--- src/rtl/seg_scan_driver_pkg.sv ---
// Shared types and constants for the multiplexed 7-segment scan driver.
package seg_scan_driver_pkg;

  // Scan phase: dark while idle, dark during the blanking part of a slot,
  // lit during the show part of a slot.
  typedef enum logic [1:0] {
    ST_IDLE  = 2'd0,
    ST_BLANK = 2'd1,
    ST_SHOW  = 2'd2
  } scan_state_t;

  // Active-low segment patterns.
  localparam logic [6:0] SEG_BLANK  = 7'h7F;
  localparam logic [6:0] SEG_ALL_ON = 7'h00;

  localparam int unsigned DEFAULT_NUM_DIGITS = 5;

  // Ceiling log2, never less than 1 so that it can size a vector directly.
  function automatic int unsigned clog2_min1(input int unsigned value);
    int unsigned width = 1;
    while ((64'd1 << width) < 64'(value)) width++;
    return width;
  endfunction

endpackage

--- src/rtl/seg_scan_driver_slot_timer.sv ---
// Slot timer: owns the in-slot cycle counter and the BLANK/SHOW phase.
// slot_done marks the last cycle of a slot; show_phase reports whether the
// phase being entered on the coming edge is SHOW, so the parent can register
// outputs that line up with the phase actually held.
module seg_slot_timer
  import seg_scan_driver_pkg::*;
#(
  parameter int unsigned PRESCALE     = 50000,
  parameter int unsigned BLANK_CYCLES = 500
) (
  input  logic clk,
  input  logic rst_n,
  input  logic en,
  output logic idle,
  output logic slot_done,
  output logic show_phase
);

  localparam int unsigned CW = clog2_min1(PRESCALE);
  localparam logic [CW-1:0] BLANK_LAST =
    CW'((BLANK_CYCLES == 0) ? 0 : BLANK_CYCLES - 1);
  localparam logic [CW-1:0] SHOW_LAST = CW'(PRESCALE - BLANK_CYCLES - 1);
  // With no blanking every slot opens directly in SHOW.
  localparam scan_state_t SLOT_ENTRY = (BLANK_CYCLES == 0) ? ST_SHOW : ST_BLANK;

  scan_state_t    phase, phase_next;
  logic [CW-1:0]  cnt, cnt_next;

  assign idle       = (phase == ST_IDLE);
  assign show_phase = (phase_next == ST_SHOW);

  // Next phase and counter; dropping the enable forces idle from any phase.
  always_comb begin
    phase_next = phase;
    cnt_next   = cnt;
    slot_done  = 1'b0;
    if (!en) begin
      phase_next = ST_IDLE;
      cnt_next   = '0;
    end else begin
      unique case (phase)
        ST_IDLE: begin
          phase_next = SLOT_ENTRY;
          cnt_next   = '0;
        end
        ST_BLANK: begin
          if (cnt == BLANK_LAST) begin
            phase_next = ST_SHOW;
            cnt_next   = '0;
          end else begin
            cnt_next = cnt + CW'(1);
          end
        end
        ST_SHOW: begin
          if (cnt == SHOW_LAST) begin
            slot_done  = 1'b1;
            phase_next = SLOT_ENTRY;
            cnt_next   = '0;
          end else begin
            cnt_next = cnt + CW'(1);
          end
        end
        default: begin
          phase_next = ST_IDLE;
          cnt_next   = '0;
        end
      endcase
    end
  end

  // Phase and counter registers with synchronous active-low reset.
  always_ff @(posedge clk) begin
    if (!rst_n) begin
      phase <= ST_IDLE;
      cnt   <= '0;
    end else begin
      phase <= phase_next;
      cnt   <= cnt_next;
    end
  end

endmodule

--- src/rtl/seg_scan_driver.sv ---
// Time-multiplexed 7-segment driver: snapshots up to five active-low digit
// patterns once per frame and scans them onto one shared segment bus with
// active-low digit enables, blanking dead-time between digits, lamp test and
// a frame-start strobe.
module seg_scan_driver
  import seg_scan_driver_pkg::*;
#(
  parameter int unsigned NUM_DIGITS   = DEFAULT_NUM_DIGITS,
  parameter int unsigned PRESCALE     = 50000,
  parameter int unsigned BLANK_CYCLES = 500
) (
  input  logic                  i_Clk,
  input  logic                  i_Rst_n,
  input  logic                  i_En,
  input  logic                  i_Lamp_test,
  input  logic [6:0]            i_Seg_first,
  input  logic [6:0]            i_Seg_second,
  input  logic [6:0]            i_Seg_third,
  input  logic [6:0]            i_Seg_fourth,
  input  logic [6:0]            i_Seg_fifth,
  output logic [6:0]            o_Seg,
  output logic [NUM_DIGITS-1:0] o_Dig,
  output logic                  o_Frame_start
);

  localparam int unsigned IW = clog2_min1(NUM_DIGITS);
  localparam logic [IW-1:0] LAST_IDX = IW'(NUM_DIGITS - 1);

  logic            idle, slot_done, show_phase;
  logic            frame_start;
  logic [IW-1:0]   idx, idx_next;
  logic [6:0]      seg_in    [5];
  logic [6:0]      fresh     [NUM_DIGITS];
  logic [6:0]      snap      [NUM_DIGITS];
  logic [6:0]      snap_next [NUM_DIGITS];
  logic [6:0]            seg_next;
  logic [NUM_DIGITS-1:0] dig_next;

  seg_slot_timer #(
    .PRESCALE     (PRESCALE),
    .BLANK_CYCLES (BLANK_CYCLES)
  ) u_slot_timer (
    .clk        (i_Clk),
    .rst_n      (i_Rst_n),
    .en         (i_En),
    .idle       (idle),
    .slot_done  (slot_done),
    .show_phase (show_phase)
  );

  assign seg_in[0] = i_Seg_first;
  assign seg_in[1] = i_Seg_second;
  assign seg_in[2] = i_Seg_third;
  assign seg_in[3] = i_Seg_fourth;
  assign seg_in[4] = i_Seg_fifth;

  // Digits beyond the five pattern inputs are permanently dark.
  for (genvar k = 0; k < NUM_DIGITS; k++) begin : g_fresh
    if (k < 5) begin : g_in
      assign fresh[k] = seg_in[k];
    end else begin : g_dark
      assign fresh[k] = SEG_BLANK;
    end
  end

  // Frame sequencing, snapshot capture and output decode. Outputs are
  // registered from next-state values so that in every cycle they reflect
  // the phase, digit index and snapshot actually held in that cycle.
  always_comb begin
    frame_start = i_En && (idle || (slot_done && idx == LAST_IDX));

    idx_next = idx;
    if (!i_En || idle) begin
      idx_next = '0;
    end else if (slot_done) begin
      idx_next = (idx == LAST_IDX) ? '0 : idx + IW'(1);
    end

    for (int unsigned k = 0; k < NUM_DIGITS; k++) begin
      snap_next[k] = frame_start ? fresh[k] : snap[k];
    end

    dig_next = '1;
    seg_next = SEG_BLANK;
    if (show_phase) begin
      dig_next[idx_next] = 1'b0;
      seg_next = i_Lamp_test ? SEG_ALL_ON : snap_next[idx_next];
    end
  end

  // Index, snapshot and output registers with synchronous active-low reset.
  always_ff @(posedge i_Clk) begin
    if (!i_Rst_n) begin
      idx <= '0;
      for (int unsigned k = 0; k < NUM_DIGITS; k++) begin
        snap[k] <= SEG_BLANK;
      end
      o_Seg         <= SEG_BLANK;
      o_Dig         <= '1;
      o_Frame_start <= 1'b0;
    end else begin
      idx           <= idx_next;
      snap          <= snap_next;
      o_Seg         <= seg_next;
      o_Dig         <= dig_next;
      o_Frame_start <= frame_start;
    end
  end

endmodule

--- config.mk ---
export PLATFORM = sky130hd
export DESIGN_NAME = seg_scan_driver
export DESIGN_NICKNAME = d
export VERILOG_FILES = /design/src/rtl/seg_scan_driver_pkg.sv /design/src/rtl/seg_scan_driver_slot_timer.sv /design/src/rtl/seg_scan_driver.sv
export SDC_FILE = /design/constraint.sdc
export NUM_CORES = 1
export LEC_CHECK = 0
export CAP_MARGIN = 20
export CORE_MARGIN = 4
export CORE_UTILIZATION = 46
export DETAILED_ROUTE_END_ITERATION = 12
export MAX_ROUTING_LAYER = met4
export PLACE_DENSITY_LB_ADDON = 0.25
export SLEW_MARGIN = 10
export SYNTH_ARGS = -nofsm -noshare
export SYNTH_HDL_FRONTEND = slang
export SYNTH_SLANG_ARGS = --single-unit
--- constraint.sdc ---
create_clock -name i_Clk -period 2.8 [get_ports i_Clk]
set_input_delay 0.56 -clock i_Clk [delete_from_list [all_inputs] [get_ports i_Clk]]
set_output_delay 0.56 -clock i_Clk [all_outputs]
set_load 0.03 [all_outputs]
Word-level counts from Yosys, hierarchy flattened
Cells that the tools add are included.
{ "totals": {"output_inout_bits": 13, "register_bits": 69, "word_cells": 57} }
{ "classes": {"n_lt_le_gt_ge": 3, "n_reduce_logical": 9, "mux": 24, "add_sub_neg": 2, "n_eq_ne": 6, "n_bitwise": 2} }
{ "op_table": {"columns": ["operator", "n"], "rows": [
  ["7-bit 2-to-1 mux", 8],
  ["16-bit 2-to-1 mux", 2],
  ["16-bit case mux with 2 select lines", 1],
  ["7-bit binary-select mux with 3-bit select", 1],
  ["16-bit by 1-bit adder with 16-bit output (second input constant)", 1],
  ["16-bit equality test (second input constant)", 1],
  ["16-bit by 9-bit equality test with 1-bit output (second input constant)", 1],
  ["3-bit 2-to-1 mux", 3],
  ["2-bit 2-to-1 mux", 3],
  ["2-bit case mux with 3 select lines", 1],
  ["5-bit inverter", 1],
  ["2-bit equality test (second input constant)", 2],
  ["4-bit greater-or-equal comparator (second input constant)", 1],
  ["3-bit by 4-bit < comparator with 1-bit output (second input constant)", 1],
  ["1-bit 2-to-1 mux", 4],
  ["3-bit inverter with 4-bit output", 1],
  ["2-bit AND reduction", 2],
  ["3-bit by 1-bit adder with 3-bit output (second input constant)", 1],
  ["1-bit demux with 3-bit select", 1],
  ["3-bit equality test (second input constant)", 1],
  ["3-bit by 1-bit greater-or-equal comparator with 1-bit output (second input constant)", 1],
  ["1-bit logical AND", 3],
  ["2-bit by 1-bit equality test with 1-bit output (second input constant)", 1],
  ["2-bit zero test", 1],
  ["other kinds (2)", 3]
]} }

Depth between registers and ports, before layout
Gate-level depths: netlist of the first run.
{ "logic_depth": {"ltp_word": 12, "depth_mapped": 11, "ltp_nobuf": 9} }

Cells and area by module
From an unflattened synthesis of the first run, not the netlist that was laid out.
{ "hier_totals": {"hier_cells": 346, "hier_area_um2": 3200.6} }
{ "modules_own_cells": {"columns": ["mod", "instances", "area_per_inst_um2", "seq_area_each_um2", "cells_per_inst"], "rows": [
  ["seg_scan_driver", 1, 2235.9, 1021.0, 241],
  ["seg_slot_timer", 1, 964.7, 360.3, 105]
]} }

Worst setup path before layout of the first run
No wires, ideal clock.
{ "synth_timing": {"path_type": "reg2reg", "from": "register u_slot_timer.phase[0]", "to": "register o_Seg[5]", "path_stages_with_launch": 11, "t_arrival_ps": 2120, "setup_time_ps": 116, "path_slack_ps": 564, "cell_sequence": "dfxtp_1 -> inv_1 -> ha_1 -> and4_1 -> nand4_2 -> nor4_1 -> a31oi_1 -> clkbuf_1 -> a211oi_1 -> a31oi_1 -> a31o_1"} }
{ "synth_between": {"elab_chain_cells": 11, "elab_cells_between_ends": 27, "classes_between": "eq/ne (3); mux (17); bitwise (1); reduce/logical (6)"} }
{ "synth_rtl": {"columns": ["item", "line_no", "text"], "rows": [
  ["start: declaration", "seg_scan_driver_slot_timer.sv:26", "scan_state_t phase, phase_next;"],
  ["start signal: assignment", "seg_scan_driver_slot_timer.sv:77", "phase <= phase_next;"],
  ["2-bit equality test", "seg_scan_driver_slot_timer.sv:41", "unique case (phase)"],
  ["1-bit 2-to-1 mux", "seg_scan_driver_slot_timer.sv:41", null],
  ["1-bit 2-to-1 mux", "seg_scan_driver_slot_timer.sv:37", "if (!en) begin"],
  ["1-bit logical AND", "seg_scan_driver.sv:70", "frame_start = i_En && (idle || (slot_done && idx == LAST_IDX));"],
  ["1-bit logical OR", "seg_scan_driver.sv:70", null],
  ["1-bit logical AND", "seg_scan_driver.sv:70", null],
  ["7-bit 2-to-1 mux", "seg_scan_driver.sv:80", "snap_next[k] = frame_start ? fresh[k] : snap[k];"],
  ["7-bit binary-select mux with 3-bit select", "seg_scan_driver.sv:87", "seg_next = i_Lamp_test ? SEG_ALL_ON : snap_next[idx_next];"],
  ["7-bit 2-to-1 mux (implied by the code) (2 in series)", "seg_scan_driver.sv:87", null],
  ["7-bit 2-to-1 mux", "seg_scan_driver.sv:87", null],
  ["end signal: assignment", "seg_scan_driver.sv:104", "o_Seg <= seg_next;"],
  ["end: declaration", "seg_scan_driver.sv:21", "output logic [6:0] o_Seg,"]
]} }
Parallel ways exist; a longest one is shown, timed or not. The select of a mux whose other input is x is not followed.
A chain may end at the register's enable or synchronous reset.

Final worst setup path of the first run
{ "layout_timing": {"from": "register u_slot_timer.cnt[11]", "to": "register o_Dig[2]"} }
{ "layout_between": {"elab_chain_cells": 11, "elab_cells_between_ends": 19, "classes_between": "order compare (2); eq/ne (3); mux (11); bitwise (1); reduce/logical (2)"} }
{ "layout_rtl": {"columns": ["item", "line_no", "text"], "rows": [
  ["start: declaration", "seg_scan_driver_slot_timer.sv:27", "logic [CW-1:0] cnt, cnt_next;"],
  ["start signal: assignment", "seg_scan_driver_slot_timer.sv:78", "cnt <= cnt_next;"],
  ["16-bit equality test", "seg_scan_driver_slot_timer.sv:55", "if (cnt == SHOW_LAST) begin"],
  ["1-bit 2-to-1 mux", "seg_scan_driver_slot_timer.sv:55", null],
  ["1-bit 2-to-1 mux", "seg_scan_driver_slot_timer.sv:41", null],
  ["1-bit 2-to-1 mux", "seg_scan_driver_slot_timer.sv:37", null],
  ["3-bit 2-to-1 mux", "seg_scan_driver.sv:75", "end else if (slot_done) begin"],
  ["3-bit 2-to-1 mux", "seg_scan_driver.sv:73", "if (!i_En || idle) begin"],
  ["3-bit by 4-bit < comparator with 1-bit output (implied by the code) / 3-bit by 1-bit greater-or-equal comparator with 1-bit output (equally long branches)", "seg_scan_driver.sv:86", "dig_next[idx_next] = 1'b0;"],
  ["1-bit logical AND (implied by the code)", "seg_scan_driver.sv:86", null],
  ["1-bit 2-to-1 mux (implied by the code)", "seg_scan_driver.sv:86", null],
  ["1-bit demux with 3-bit select", "seg_scan_driver.sv:86", null],
  ["5-bit inverter (no line)", null, null],
  ["end signal: assignment", "seg_scan_driver.sv:105", "o_Dig <= dig_next;"],
  ["end: declaration", "seg_scan_driver.sv:22", "output logic [NUM_DIGITS-1:0] o_Dig,"]
]} }
Parallel ways exist; a longest one is shown, timed or not.

==> results.py, run 1 <==
metrics = {
    "sta": {
        "worst_slew_pin_slew_ps": 699,
        "period_share": 0.932,
        "fin_crit_ps": 2610,
        "fmax_mhz": 383,
        "setup_viol": 0,
        "report.final.hold_viol_count": 0,
        "slew_headroom": 0.532,
        "holdWs_ps": 465,
        "setup-tns-final_ps": 0,
        "slew_viol_final": 0,
        "fin_skew_ps": 10.5,
        "fin_ws_ps": 190,
        "rsz0062_at_grt": "no",
    },
    "route": {
        "drt_wl_total_um": 7340,
        "wl_met3_um": 432,
        "wl_per_cell_um": 14.9,
        "vias": 2658,
        "drc": 0,
        "dr_wl_met2_um": 3170,
        "top_layer_used": "met4",
        "vias_per_cell": 5.41,
        "wl_met1_um": 3620,
        "drt-initial-drc-count": 141,
        "drtPass1Iterations": 5,
        "ant_nets": 0,
    },
    "critical_path": {
        "cp-end-kind": "flip-flop",
        "path_cells": "or4_1 > o41ai_1 > a22oi_1 > nor2_1 > and2_1 > and2b_2 > nand3_1",
        "cp_max_fo": 9,
        "worstSetupPathType": "flip-flop to flip-flop",
        "slowest_stage": "or4_1",
        "cp.arrival_ps": 2820,
        "cp_slowest_stage_delay_ps": 570,
        "crit_buf_inv": 0,
        "critPathRequiredTime_ps": 3010,
        "cp-start-kind": "flip-flop",
        "cp_top_family": "simple AND/OR/NAND/NOR gates",
    },
    "clocking": {
        "clockRootBuffer": "clkbuf_8",
        "clock_latency_ps": 350,
        "clock-sinks": 69,
        "clk_pin_slew_worst_paths_ps": 90,
        "cts_hold_buf": 0,
        "cts_buffer_depth": 2,
        "cts-htree-levels": 3,
        "cts_tree": "done",
        "cts_made_buffers": 9,
    },
    "grt": {
        "grt_pass1_wl_um": 12500,
        "gr-total-overflow": 0,
        "antenna_found_initial": 0,
        "grt_pass1_vias": 2607,
        "grt_usage": 0.194,
        "grt_max_degree": 38,
    },
    "layout": {
        "area_growth_pct": 26.8,
        "drive_gt1_frac": 0.0990,
        "stdcell_count": 491,
        "fillCellCount": 573,
        "diodes": 0,
        "final_net_count": 455,
    },
    "yosys": {
        "yosysMostFrequentCell": "nand2_1",
        "synth_top_area_share": 0.449,
        "yosysSeqAreaShare": 0.449,
        "yosys_register_bits": 69,
        "synthArstFlopShare": 0,
        "syn_area_per_cell_um2": 8.69,
        "yosys_warnings": 0,
        "synthDistinctLibCells": 51,
        "synth_top_cell_by_area": "dfxtp_1",
        "ys_top_cells_by_count": "nand2_1, dfxtp_1, nor2_1",
        "yosys-top-cells-area": "dfxtp_1, nand2_1, mux2i_1",
        "synth-edff-count": 0,
        "synth_area_mm2": 0.00308,
        "yosys_most_used_dff": "dfxtp_1",
        "syn_inst": 354,
        "synth_nets": 400,
    },
    "placement": {
        "hpwl_um": 5270,
        "dpl.cell_count": 475,
        "place_ws_ps": 97.3,
        "gp_congestion": 0.913,
        "portBuffers": 51,
    },
    "floorplan": {
        "dieArea_mm2": 0.00806,
        "die_w_um": 89.8,
        "rows": 29,
        "io_pins": 52,
        "fp.coreArea_mm2": 0.00642,
        "fp.dieH_um": 89.8,
        "initial_core_util": 0.479,
    },
    "pwr": {
        "leakagePower_nw": 1.54,
        "vdd_ir_drop_max_v": 0.000383,
        "p_per_area_mw_per_mm2": 529,
    },
    "min_path": {
        "hp-class": "flip-flop to flip-flop",
    },
    "flow_run": {
        "max_cap_viol_count": 0,
    },
    "status": {
        "status": "complete, no violations",
    },
}
-- repair_timing --
action / 4_1_cts / 5_1_grt
endpoints found under the setup margin: 0 / 1
buffers inserted: 0 / 0
resized for setup: 0 / 1
-- placed cells by master, fill, tap and decap left out, types with 4 or more instances in the layout --
| cell type | count |
|---|---|
| a21oi_1 | 4 |
| a311o_1 | 5 |
| buf_4 | 10 |
| clkbuf_8 | 9 |
| clkdlybuf4s50_1 | 51 |
| dfxtp_1 | 69 |
| ha_1 | 7 |
| inv_1 | 7 |
| inv_6 | 4 |
| mux2i_1 | 21 |
| nand2_1 | 80 |
| nand3_1 | 23 |
| nand4_1 | 8 |
| nor2_1 | 36 |
| nor3_1 | 6 |
| o2111ai_1 | 5 |
| o21ai_0 | 9 |
| xnor2_1 | 4 |
| xor2_1 | 10 |
-- where the power goes --
group,switching [W],internal [W]
clock,0.000416,0.000423
combinational,0.0000918,0.0000994
sequential,0.0000160,0.00102
total,0.000524,0.00154
-- sequential cells by signal (all words and copies together), names as in the netlist --
register,flops
o_Frame_start,1
idx,3
snap,35
o_Seg,7
u_slot_timer.cnt,16
u_slot_timer.phase,2
o_Dig,5
-- metal layers --
| metal | up-vias | GRT usage |
|---|---|---|
| li1 | 1337 | - |
| met3 | 11 | 0.0559 |
| met2 | 72 | 0.285 |
| met1 | 1238 | 0.262 |
| met5 | - | - |
| met4 | 0 | 0.0562 |
-- worst reg2reg max path: cells and delay by family (launching register included) --
family	cells	cell delay, ps
AO/OA/AOI/OAI	2	670
flip-flops	1	370
AND/OR/NAND/NOR	5	1430
-- cell families (layout without fill, tap and decap cells) --
| family | after synthesis | in the layout | share of synthesized area |
|---|---|---|---|
| flip-flops | 69 | 69 | 0.449 |
| adder cells (fa/ha/maj) | 7 | 7 | 0.0285 |
| XOR/XNOR | 14 | 14 | 0.0399 |
| buffers and inverters | 25 | 85 | 0.0386 |
| multiplexers | 21 | 21 | 0.0683 |
| AO/OA/AOI/OAI | 41 | 41 | 0.0968 |
| AND/OR/NAND/NOR | 177 | 177 | 0.279 |
-- per-stage QoR --
step                 util  instance area [um^2]  power (W)
floorplan               -                  3080    0.00115
global placement    0.575                  3690    0.00124
detailed placement  0.575                  3690    0.00125
CTS                 0.606                  3890    0.00208
global route        0.607                  3900    0.00216
finish              0.607                  3900    0.00206
-- path summary, 6_finish.rpt --
check | cells past startpoint | slack (ps) | start | to
setup / recovery | 7 | 190 | u_slot_timer.cnt[11] | o_Dig[2]
hold / removal | 1 | 460 | u_slot_timer.cnt[0] | u_slot_timer.cnt[0]
setup reg to reg | 7 | 190 | u_slot_timer.cnt[11] | o_Dig[2]
hold reg to reg | 1 | 460 | u_slot_timer.cnt[0] | u_slot_timer.cnt[0]
-- layout make-up --
class / instances / area, um^2 / share of cell area
multi-input combinational: 260 / 1590 / 0.407
tap: 77 / 96.3 / 0.0247
inverter: 7 / 26.3 / 0.00674
clock inverter: 7 / 80.1 / 0.0205
sequential: 69 / 1380 / 0.354
timing repair buffer: 62 / 606 / 0.155
clock buffer: 9 / 124 / 0.0318
No activity file was read; power rests on OpenSTA's default activity.
==> run 2: changes to the inputs <==
- GPL_ROUTABILITY_DRIVEN: default -> 1
- TNS_END_PERCENT: default -> 50
==> results of run 2 <==
Same layout as run 1: the final DEF is identical, and so are final timing and power.
==> run 3: changes to the inputs <==
- SKIP_CTS_REPAIR_TIMING: default -> 1
==> results of run 3 <==
Same layout as run 1: the final DEF is identical, and so are final timing and power.
